### src/rtl/max7219_pkg.sv
// max7219_pkg: MAX7219 register map, word type and power-up
// table, shared by the row driver and its serializer.
package max7219_pkg;

  localparam logic [3:0] REG_DIGIT0    = 4'h1;
  localparam logic [3:0] REG_DIGIT1    = 4'h2;
  localparam logic [3:0] REG_DIGIT2    = 4'h3;
  localparam logic [3:0] REG_DIGIT3    = 4'h4;
  localparam logic [3:0] REG_DIGIT4    = 4'h5;
  localparam logic [3:0] REG_DIGIT5    = 4'h6;
  localparam logic [3:0] REG_DIGIT6    = 4'h7;
  localparam logic [3:0] REG_DIGIT7    = 4'h8;
  localparam logic [3:0] REG_DECODE    = 4'h9;
  localparam logic [3:0] REG_INTENSITY = 4'hA;
  localparam logic [3:0] REG_SCANLIMIT = 4'hB;
  localparam logic [3:0] REG_SHUTDOWN  = 4'hC;
  localparam logic [3:0] REG_TEST      = 4'hF;

  localparam logic [2:0] INIT_LAST = 3'd4;

  typedef struct packed {
    logic [3:0] pad;
    logic [3:0] addr;
    logic [7:0] data;
  } word_t;

  typedef enum logic [1:0] {
    SEQ_RESET_INIT,
    SEQ_INIT_WORD,
    SEQ_SCAN_IDLE,
    SEQ_SCAN_WORD
  } seq_state_t;

  typedef enum logic [2:0] {
    SER_IDLE,
    SER_LOAD_WORD,
    SER_SHIFT_LO,
    SER_SHIFT_HI,
    SER_LATCH
  } ser_state_t;

  function automatic word_t mk_word(
    input logic [3:0] addr,
    input logic [7:0] data
  );
    word_t w;
    w.pad  = 4'h0;
    w.addr = addr;
    w.data = data;
    return w;
  endfunction

  function automatic word_t init_word(
    input logic [2:0] idx,
    input logic [3:0] intensity
  );
    word_t w;
    unique case (idx)
      3'd0:    w = mk_word(REG_SHUTDOWN, 8'h01);
      3'd1:    w = mk_word(REG_DECODE, 8'h00);
      3'd2:    w = mk_word(REG_SCANLIMIT, 8'h07);
      3'd3:    w = mk_word(REG_INTENSITY,
                           {4'h0, intensity});
      default: w = mk_word(REG_TEST, 8'h00);
    endcase
    return w;
  endfunction

endpackage

### src/rtl/max7219_row_driver_if.sv
// Word handshake between the row sequencer and the
// 16-bit serializer.
interface max7219_row_driver_if;
  import max7219_pkg::*;

  logic  start;
  word_t word;
  logic  busy;
  logic  done;

  modport master (
    output start,
    output word,
    input  busy,
    input  done
  );

  modport slave (
    input  start,
    input  word,
    output busy,
    output done
  );

endinterface

### src/rtl/max7219_shift16.sv
// 16-bit MSB-first serializer for the MAX7219 DIN/CLK/LOAD
// link; the word is captured in the LOAD_WORD cycle.
module max7219_shift16
  import max7219_pkg::*;
#(
  parameter int CLK_DIV = 4
) (
  input  logic                       clk,
  input  logic                       reset,
  max7219_row_driver_if.slave        bus,
  output logic                       o_din,
  output logic                       o_sclk,
  output logic                       o_load
);

  localparam logic [7:0] DIV_LAST = 8'(CLK_DIV - 1);

  ser_state_t  r_state;
  ser_state_t  w_next;
  logic [7:0]  r_div;
  logic [3:0]  r_bit;
  logic [15:0] r_sh;
  logic        w_div_last;

  assign w_div_last = (r_div == DIV_LAST);

  always_ff @(posedge clk) begin
    if (reset) r_state <= SER_IDLE;
    else       r_state <= w_next;
  end

  always_comb begin
    w_next = r_state;
    unique case (r_state)
      SER_IDLE:
        if (bus.start) w_next = SER_LOAD_WORD;
      SER_LOAD_WORD:
        w_next = SER_SHIFT_LO;
      SER_SHIFT_LO:
        if (w_div_last) w_next = SER_SHIFT_HI;
      SER_SHIFT_HI:
        if (w_div_last)
          w_next = (r_bit == 4'd15) ? SER_LATCH
                                    : SER_SHIFT_LO;
      // a start in the last LATCH cycle chains words
      SER_LATCH:
        if (w_div_last)
          w_next = bus.start ? SER_LOAD_WORD : SER_IDLE;
      default:
        w_next = SER_IDLE;
    endcase
  end

  always_ff @(posedge clk) begin
    if (reset) begin
      r_div <= '0;
      r_bit <= '0;
      r_sh  <= '0;
    end else begin
      if (w_div_last || r_state == SER_IDLE ||
          r_state == SER_LOAD_WORD)
        r_div <= '0;
      else
        r_div <= r_div + 8'd1;
      if (r_state == SER_LOAD_WORD) begin
        r_sh  <= bus.word;
        r_bit <= '0;
      end else if (r_state == SER_SHIFT_HI &&
                   w_div_last) begin
        r_sh  <= {r_sh[14:0], 1'b0};
        r_bit <= r_bit + 4'd1;
      end
    end
  end

  always_comb begin
    o_sclk   = 1'b0;
    o_load   = 1'b1;
    o_din    = 1'b0;
    bus.busy = 1'b1;
    bus.done = 1'b0;
    unique case (r_state)
      SER_IDLE:
        bus.busy = 1'b0;
      SER_LOAD_WORD: begin
        o_load = 1'b0;
        o_din  = bus.word[15];
      end
      SER_SHIFT_LO: begin
        o_load = 1'b0;
        o_din  = r_sh[15];
      end
      SER_SHIFT_HI: begin
        o_load = 1'b0;
        o_sclk = 1'b1;
        o_din  = r_sh[15];
      end
      SER_LATCH: begin
        bus.done = w_div_last;
        bus.busy = !w_div_last;
      end
      default:
        bus.busy = 1'b0;
    endcase
  end

endmodule

### src/rtl/max7219_row_driver.sv
// MAX7219 row driver: power-up register sequence, then a
// continuous scan of rows 0..7 from the row multiplexer.
module max7219_row_driver
  import max7219_pkg::*;
#(
  parameter int         CLK_DIV   = 4,
  parameter logic [3:0] INTENSITY = 4'h8
) (
  input  logic       clk,
  input  logic       reset,
  input  logic       enable,
  input  logic [7:0] max_in,
  output logic [2:0] act_add,
  output logic       max_din,
  output logic       max_clk,
  output logic       max_load,
  output logic       init_done,
  output logic       frame_done
);

  max7219_row_driver_if w_bus ();

  seq_state_t r_state;
  seq_state_t w_next;
  logic [2:0] r_idx;
  logic [2:0] r_row;
  logic       r_init_done;
  logic       r_frame_done;
  logic       w_last_init;

  assign w_last_init = (r_idx == INIT_LAST);

  max7219_shift16 #(
    .CLK_DIV (CLK_DIV)
  ) u_shift (
    .clk    (clk),
    .reset  (reset),
    .bus    (w_bus),
    .o_din  (max_din),
    .o_sclk (max_clk),
    .o_load (max_load)
  );

  always_ff @(posedge clk) begin
    if (reset) r_state <= SEQ_RESET_INIT;
    else       r_state <= w_next;
  end

  always_comb begin
    w_next = r_state;
    unique case (r_state)
      SEQ_RESET_INIT:
        if (!w_bus.busy) w_next = SEQ_INIT_WORD;
      SEQ_INIT_WORD:
        if (w_bus.done && w_last_init)
          w_next = enable ? SEQ_SCAN_WORD
                          : SEQ_SCAN_IDLE;
      SEQ_SCAN_IDLE:
        if (enable && !w_bus.busy)
          w_next = SEQ_SCAN_WORD;
      SEQ_SCAN_WORD:
        if (w_bus.done && !enable)
          w_next = SEQ_SCAN_IDLE;
      default:
        w_next = SEQ_RESET_INIT;
    endcase
  end

  // word is read by the serializer in LOAD_WORD, after
  // r_idx / r_row have already advanced
  always_comb begin
    w_bus.start = 1'b0;
    w_bus.word  = mk_word(REG_DIGIT0 + {1'b0, r_row},
                          max_in);
    unique case (r_state)
      SEQ_RESET_INIT: begin
        w_bus.start = !w_bus.busy;
        w_bus.word  = init_word(r_idx, INTENSITY);
      end
      SEQ_INIT_WORD: begin
        w_bus.start = w_bus.done &&
                      (!w_last_init || enable);
        w_bus.word  = init_word(r_idx, INTENSITY);
      end
      SEQ_SCAN_IDLE:
        w_bus.start = enable && !w_bus.busy;
      SEQ_SCAN_WORD:
        w_bus.start = w_bus.done && enable;
      default:
        w_bus.start = 1'b0;
    endcase
  end

  always_ff @(posedge clk) begin
    if (reset) begin
      r_idx        <= '0;
      r_row        <= '0;
      r_init_done  <= 1'b0;
      r_frame_done <= 1'b0;
    end else begin
      r_frame_done <= 1'b0;
      if (r_state == SEQ_INIT_WORD && w_bus.done) begin
        if (w_last_init) r_init_done <= 1'b1;
        else             r_idx <= r_idx + 3'd1;
      end
      if (r_state == SEQ_SCAN_WORD && w_bus.done) begin
        r_row        <= r_row + 3'd1;
        r_frame_done <= (r_row == 3'd7);
      end
    end
  end

  assign act_add    = r_row;
  assign init_done  = r_init_done;
  assign frame_done = r_frame_done;

endmodule
### config.mk
export PLATFORM = sky130hd
export DESIGN_NAME = max7219_row_driver
export DESIGN_NICKNAME = d
export VERILOG_FILES = /design/src/rtl/max7219_pkg.sv /design/src/rtl/max7219_row_driver_if.sv /design/src/rtl/max7219_shift16.sv /design/src/rtl/max7219_row_driver.sv
export SDC_FILE = /design/constraint.sdc
export NUM_CORES = 1
export LEC_CHECK = 0
export CAP_MARGIN = 20
export CELL_PAD_IN_SITES_DETAIL_PLACEMENT = 0
export CELL_PAD_IN_SITES_GLOBAL_PLACEMENT = 1
export CORE_MARGIN = 3
export CORE_UTILIZATION = 44
export DETAILED_ROUTE_END_ITERATION = 7
export PLACE_DENSITY = 0.82
export SLEW_MARGIN = 20
export SYNTH_ARGS = -nofsm -noshare
export SYNTH_HDL_FRONTEND = slang
export SYNTH_HIERARCHICAL = 1
export SYNTH_SLANG_ARGS = --single-unit
### constraint.sdc
create_clock -name clk -period 2.9 [get_ports clk]
set_clock_uncertainty 0.15 [all_clocks]
set_input_delay 0.29 -clock clk [delete_from_list [all_inputs] [get_ports clk]]
set_output_delay 0.29 -clock clk [all_outputs]
set_load 0.01 [all_outputs]
After elaboration in Yosys (flattened, before gate mapping)
Index checks and enable logic that the tools add are counted.
- flip-flop bits (word level): 41
- eq/ne operators: 22
- reduce and logical (&&, ||, !) cells: 29
- muxes and demuxes: 23
- bitwise logic cells: 2
- $add $sub $neg: 5
- operator list (operator ; count):
    $pmux W11 S4 ; 1
    $mux W16 ; 2
    $mux W3 ; 5
    $pmux W3 S5 ; 1
    $eq A3 B2 Y1 const B ; 4
    $mux W12 ; 1
    $reduce_or A2 Y1 ; 5
    $eq A3 B3 Y1 const B ; 3
    $add A8 B1 Y8 const B ; 1
    $eq A8 B2 Y1 const B ; 1
    $logic_and A1 B1 Y1 ; 8
    $mux W2 ; 4
    $ne A2 B1 Y1 const B ; 4
    $ne A2 B2 Y1 const B ; 4
    $pmux W2 S4 ; 1
    $reduce_and A4 Y1 ; 2
    $add A3 B1 Y3 const B ; 2
    $eq A3 B1 Y1 const B ; 2
    $logic_not A3 Y1 ; 2
    $mux W1 ; 5
    $add A1 B3 Y4 const A ; 1
    $add A4 B1 Y4 const B ; 1
    $eq A2 B2 Y1 const B ; 2
    $eq A4 B4 Y1 const B ; 1
    10 further kinds ; 18

Longest topological paths before layout
- depth in word-level cells: 9
- depth in mapped cells: 9
- mapped depth without buffers: 9

Modules after synthesis
Netlist, hierarchy kept.
- modules (own cells, without submodules) (module ; seq. area each (sq um) ; instances ; area an instance (sq um) ; cells each):
    max7219_shift16 ; 620.6 ; 1 ; 1498.9 ; 155
    max7219_row_driver ; 200.2 ; 1 ; 694.4 ; 82

Least setup slack after synthesis
OpenSTA, ideal clock, no wires.
- path type: reg-to-reg
- start point: register u_shift.r_div[0]
- end point: register u_shift.r_state[0]
- clock period less this slack: 2179 ps
- arrival time: 1954 ps
- cell stages (with the launch flop): 9
- setup time: 75 ps
- slack: 721 ps
- buffers on the path: 0
- path through: dfxtp_1 -> ha_1 -> nor3b_2 -> and2_1 -> and3_1 -> o21ai_0 -> a221oi_1 -> a32oi_1 -> a31oi_1
- elaborated cells between the ends (all ways): 17
- classes of those cells: eq/ne (5); mux (6); reduce/logical (6)
- RTL lines (item ; RTL line ; text):
    start: declaration ; max7219_shift16.sv:20 ; logic [7:0] r_div;
    start signal: assignment ; max7219_shift16.sv:64 ; r_div <= r_div + 8'd1;
    $eq A8 B2 Y1 * ; max7219_shift16.sv:25 ; assign w_div_last = (r_div == DIV_LAST);
    $mux W1 * ; max7219_shift16.sv:82 ; unique case (r_state)
    net w_bus.done ; max7219_row_driver_if.sv:9 ; logic done;
    $logic_and A1 B1 Y1, on equally long branches ; max7219_row_driver.sv:88, max7219_row_driver.sv:81 ;
    $pmux W1 S4 * ; max7219_row_driver.sv:75 ; unique case (r_state)
    net w_bus.start ; max7219_row_driver_if.sv:6 ; logic start;
    $mux W1 ; max7219_shift16.sv:48 ; w_next = bus.start ? SER_LOAD_WORD : SER_IDLE;
    $mux W3 ; max7219_shift16.sv:47 ; if (w_div_last)
    $pmux W3 S5 ; max7219_shift16.sv:34 ; unique case (r_state)
    end signal: assignment ; max7219_shift16.sv:29 ; else r_state <= w_next;
    end: declaration ; max7219_shift16.sv:18 ; ser_state_t r_state;
The timed path passes the listed nets; every way through them passes the cells marked *. The select of a mux whose other input is x is not followed.
A chain may end at the register's enable or synchronous reset.

Worst setup path after layout
Ends and elaborated chain as after synthesis.

==> results.cfg <==
[status]
status = finished clean

[power]
power.density_nw_per_um2 = 495.0
p_leak_uw = 0.0009031
ir_drop_v = 0.0002697

[placement]
post-dp-hpwl_mm = 2.988
port_buffers = 18
gp_congestion = 0.7687
dp_slack_ps = 436.3

[grt]
grt.overflow.total = 0
grt_pass1_vias = 1626
grtUsageTotal = 0.1528
grt_max_degree = 22
grt_pass1_wl_mm = 7.396
antenna_found_initial = 0

[logic_synthesis]
synth_top_cell_by_area = dfxtp_1
ys_warn_count = 6
syn_inst = 237
synth.ff_latch_count = 41
async_reset_ff_frac = 0
synthFlopType = dfxtp_1
ys_top_cells_by_count = dfxtp_1, nand2_1, nor2_1
postSynthAreaPerCell_um2 = 9.255
synth_area_um2 = 2193
ys_seq_area_frac = 0.3742
yosys.cell_types.count = 52
post-synth-top-count-cell = dfxtp_1
synth_top_area_share = 0.3742
synth_area_leaders = dfxtp_1, a22oi_2, ha_1
synth_edf_count = 0

[critical_path]
critPathCaptureType = register
start_kind = register
critical_path_required_ps = 2970
critical_path_arrival_ps = 2620
critical_path.cell_chain = ha_1 -> nor3b_2 -> and2_1 -> and3_1 -> o21ai_0 -> a221oi_1 -> a32oi_1 -> a31oi_1
path_class = register to register
max_stage_delay_ps = 450
cp_slowest_cell = nor3b_2
path_max_fanout = 7

[floorplan]
die_x_um = 76.61
die_area_um2 = 5868
io_pins = 19
start_util = 0.4583
fp-row-count = 25
die_y_um = 76.61
core_area_um2 = 4786

[clock_tree]
cts_root_buf = clkbuf_8
cts_max_level = 2
postCtsHoldBufs = 0
clkLatencyLatePin_ps = 290
cts_buffers = 5
cts_buffer_depth = 2
cts_tree = done
post_cts_buffers = 0
cts_resized = 0
cts_sinks = 41
cts.clk_slew.worst_paths_ps = 80

[route]
via_per_inst = 5.102
wirelength_mm = 4.150
drcViolationCount = 0
drt_pass1_iterations = 4
num_vias = 1658
ant_nets = 0
wl_per_cell_um = 12.77
drt_iter0_markers = 147

[timing]
rsz0062_at_grt = false
fin_tns_setup_ps = 0
min_period_ps = 2544
finalHoldViolCount = 0
drv_slew = 0
slew_headroom = 0.5016
holdWs_ps = 306.6
setup_viol = 0
fmax_mhz = 393.1
fin_crit_sh = 0.8773
tightest_slew_ps = 745.2
layout_setup_ws_ps = 355.9

[run]
drv_cap = 0

[cells_and_area]
drive_gt1_frac = 0.1744
fin_nets = 277
syn2layout_area_growth_pct = 15.29
fillers = 463
num_antenna_cells = 0

[min_path]
hold_class = register to register
==> layout make-up <==
class	instances	area [um2]	area share
inverter	5	18.77	0.007422
sequential	41	820.8	0.3246
tap	67	83.83	0.03315
clock buffer	7	86.33	0.03414
clock inverter	1	30.03	0.01188
timing repair buffer	23	217.7	0.08610
multi-input combinational	181	1271	0.5027
==> sequential cells by signal (all words and copies together), names as in the netlist <==
signal / count
act_add: 3
frame_done: 1
init_done: 1
r_idx: 3
r_state: 2
u_shift/r_bit: 4
u_shift/r_div: 8
u_shift/r_sh: 16
u_shift/r_state: 3
==> power by group <==
group          total [uW]  internal (uW)  switching, uW
Clock                 476            281            195
Sequential            612            585           26.3
Combinational         164           73.0           90.8
==> final timing paths <==
check                                      start                  to  slack [ps]  cells after the start
worst max-delay path            u_shift/r_div[0]  u_shift/r_state[0]         360                      8
worst min-delay path            u_shift/r_sh[13]    u_shift/r_sh[13]         310                      2
worst max register to register  u_shift/r_div[0]  u_shift/r_state[0]         360                      8
worst min register to register  u_shift/r_sh[13]    u_shift/r_sh[13]         310                      2
==> cell usage in the layout, fill, tap and decap left out, types with 2 or more instances in the layout <==
| master | netlist | layout |
|---|---|---|
| nand2_1 | 23 | 23 |
| inv_1 | 5 | 5 |
| nor2_1 | 23 | 23 |
| xor2_1 | 6 | 6 |
| conb_1 | 1 | 5 |
| o21ai_0 | 5 | 5 |
| clkbuf_8 | 0 | 6 |
| mux2_2 | 2 | 2 |
| nor2b_1 | 4 | 4 |
| a22oi_1 | 5 | 5 |
| a22o_1 | 2 | 2 |
| a21oi_2 | 11 | 11 |
| a21oi_1 | 8 | 8 |
| nor3_2 | 2 | 2 |
| ha_1 | 9 | 9 |
| mux2i_1 | 4 | 4 |
| and3_1 | 5 | 5 |
| dfxtp_1 | 41 | 41 |
| nand4_1 | 4 | 4 |
| nor3b_2 | 3 | 3 |
| and2_1 | 5 | 5 |
| a31oi_1 | 2 | 2 |
| nor3_1 | 8 | 8 |
| clkdlybuf4s50_1 | 0 | 18 |
| nand3_1 | 7 | 7 |
| buf_4 | 1 | 5 |
| xnor2_1 | 4 | 4 |
| nand2b_1 | 3 | 3 |
| a22oi_2 | 10 | 10 |
==> stage by stage <==
| stage | std cells | total power (uW) | util | cell area (um2) |
|---|---|---|---|---|
| finish | 325 | 1252 | 0.5284 | 2529 |
| global route | 325 | 1321 | 0.5284 | 2529 |
| CTS | 325 | 1269 | 0.5284 | 2529 |
| detailed placement | 317 | 789.7 | 0.5041 | 2412 |
| global placement | 317 | 790.1 | 0.5041 | 2412 |
| floorplan | 241 | 735.3 | - | 2208 |
==> critical path: cells and delay by family, from the launching register on <==
family	cells	cell delay, ps
compound gates	4	790
flops	1	370
fa+ha+maj	1	210
simple gates	3	960
==> cells by family (layout without fill, tap and decap cells) <==
family,count (synthesis),count (layout),synth area share
adder cells (fa/ha/maj),9,9,0.05134
flip-flops,41,41,0.3742
AO/OA/AOI/OAI,54,54,0.2048
other,1,5,0.001710
multiplexers,7,7,0.03366
buffers and inverters,19,36,0.05306
XOR/XNOR,10,10,0.03993
AND/OR/NAND/NOR,96,96,0.2413
==> metal layers <==
layer  wire length, um  share of wire  track usage
met1              2060           0.50       0.2007
met2              1909           0.46       0.2469
met3               120          0.029      0.03310
met4                60          0.014      0.05435
met5                 0              0            0
(Power assumes the default switching activity.)
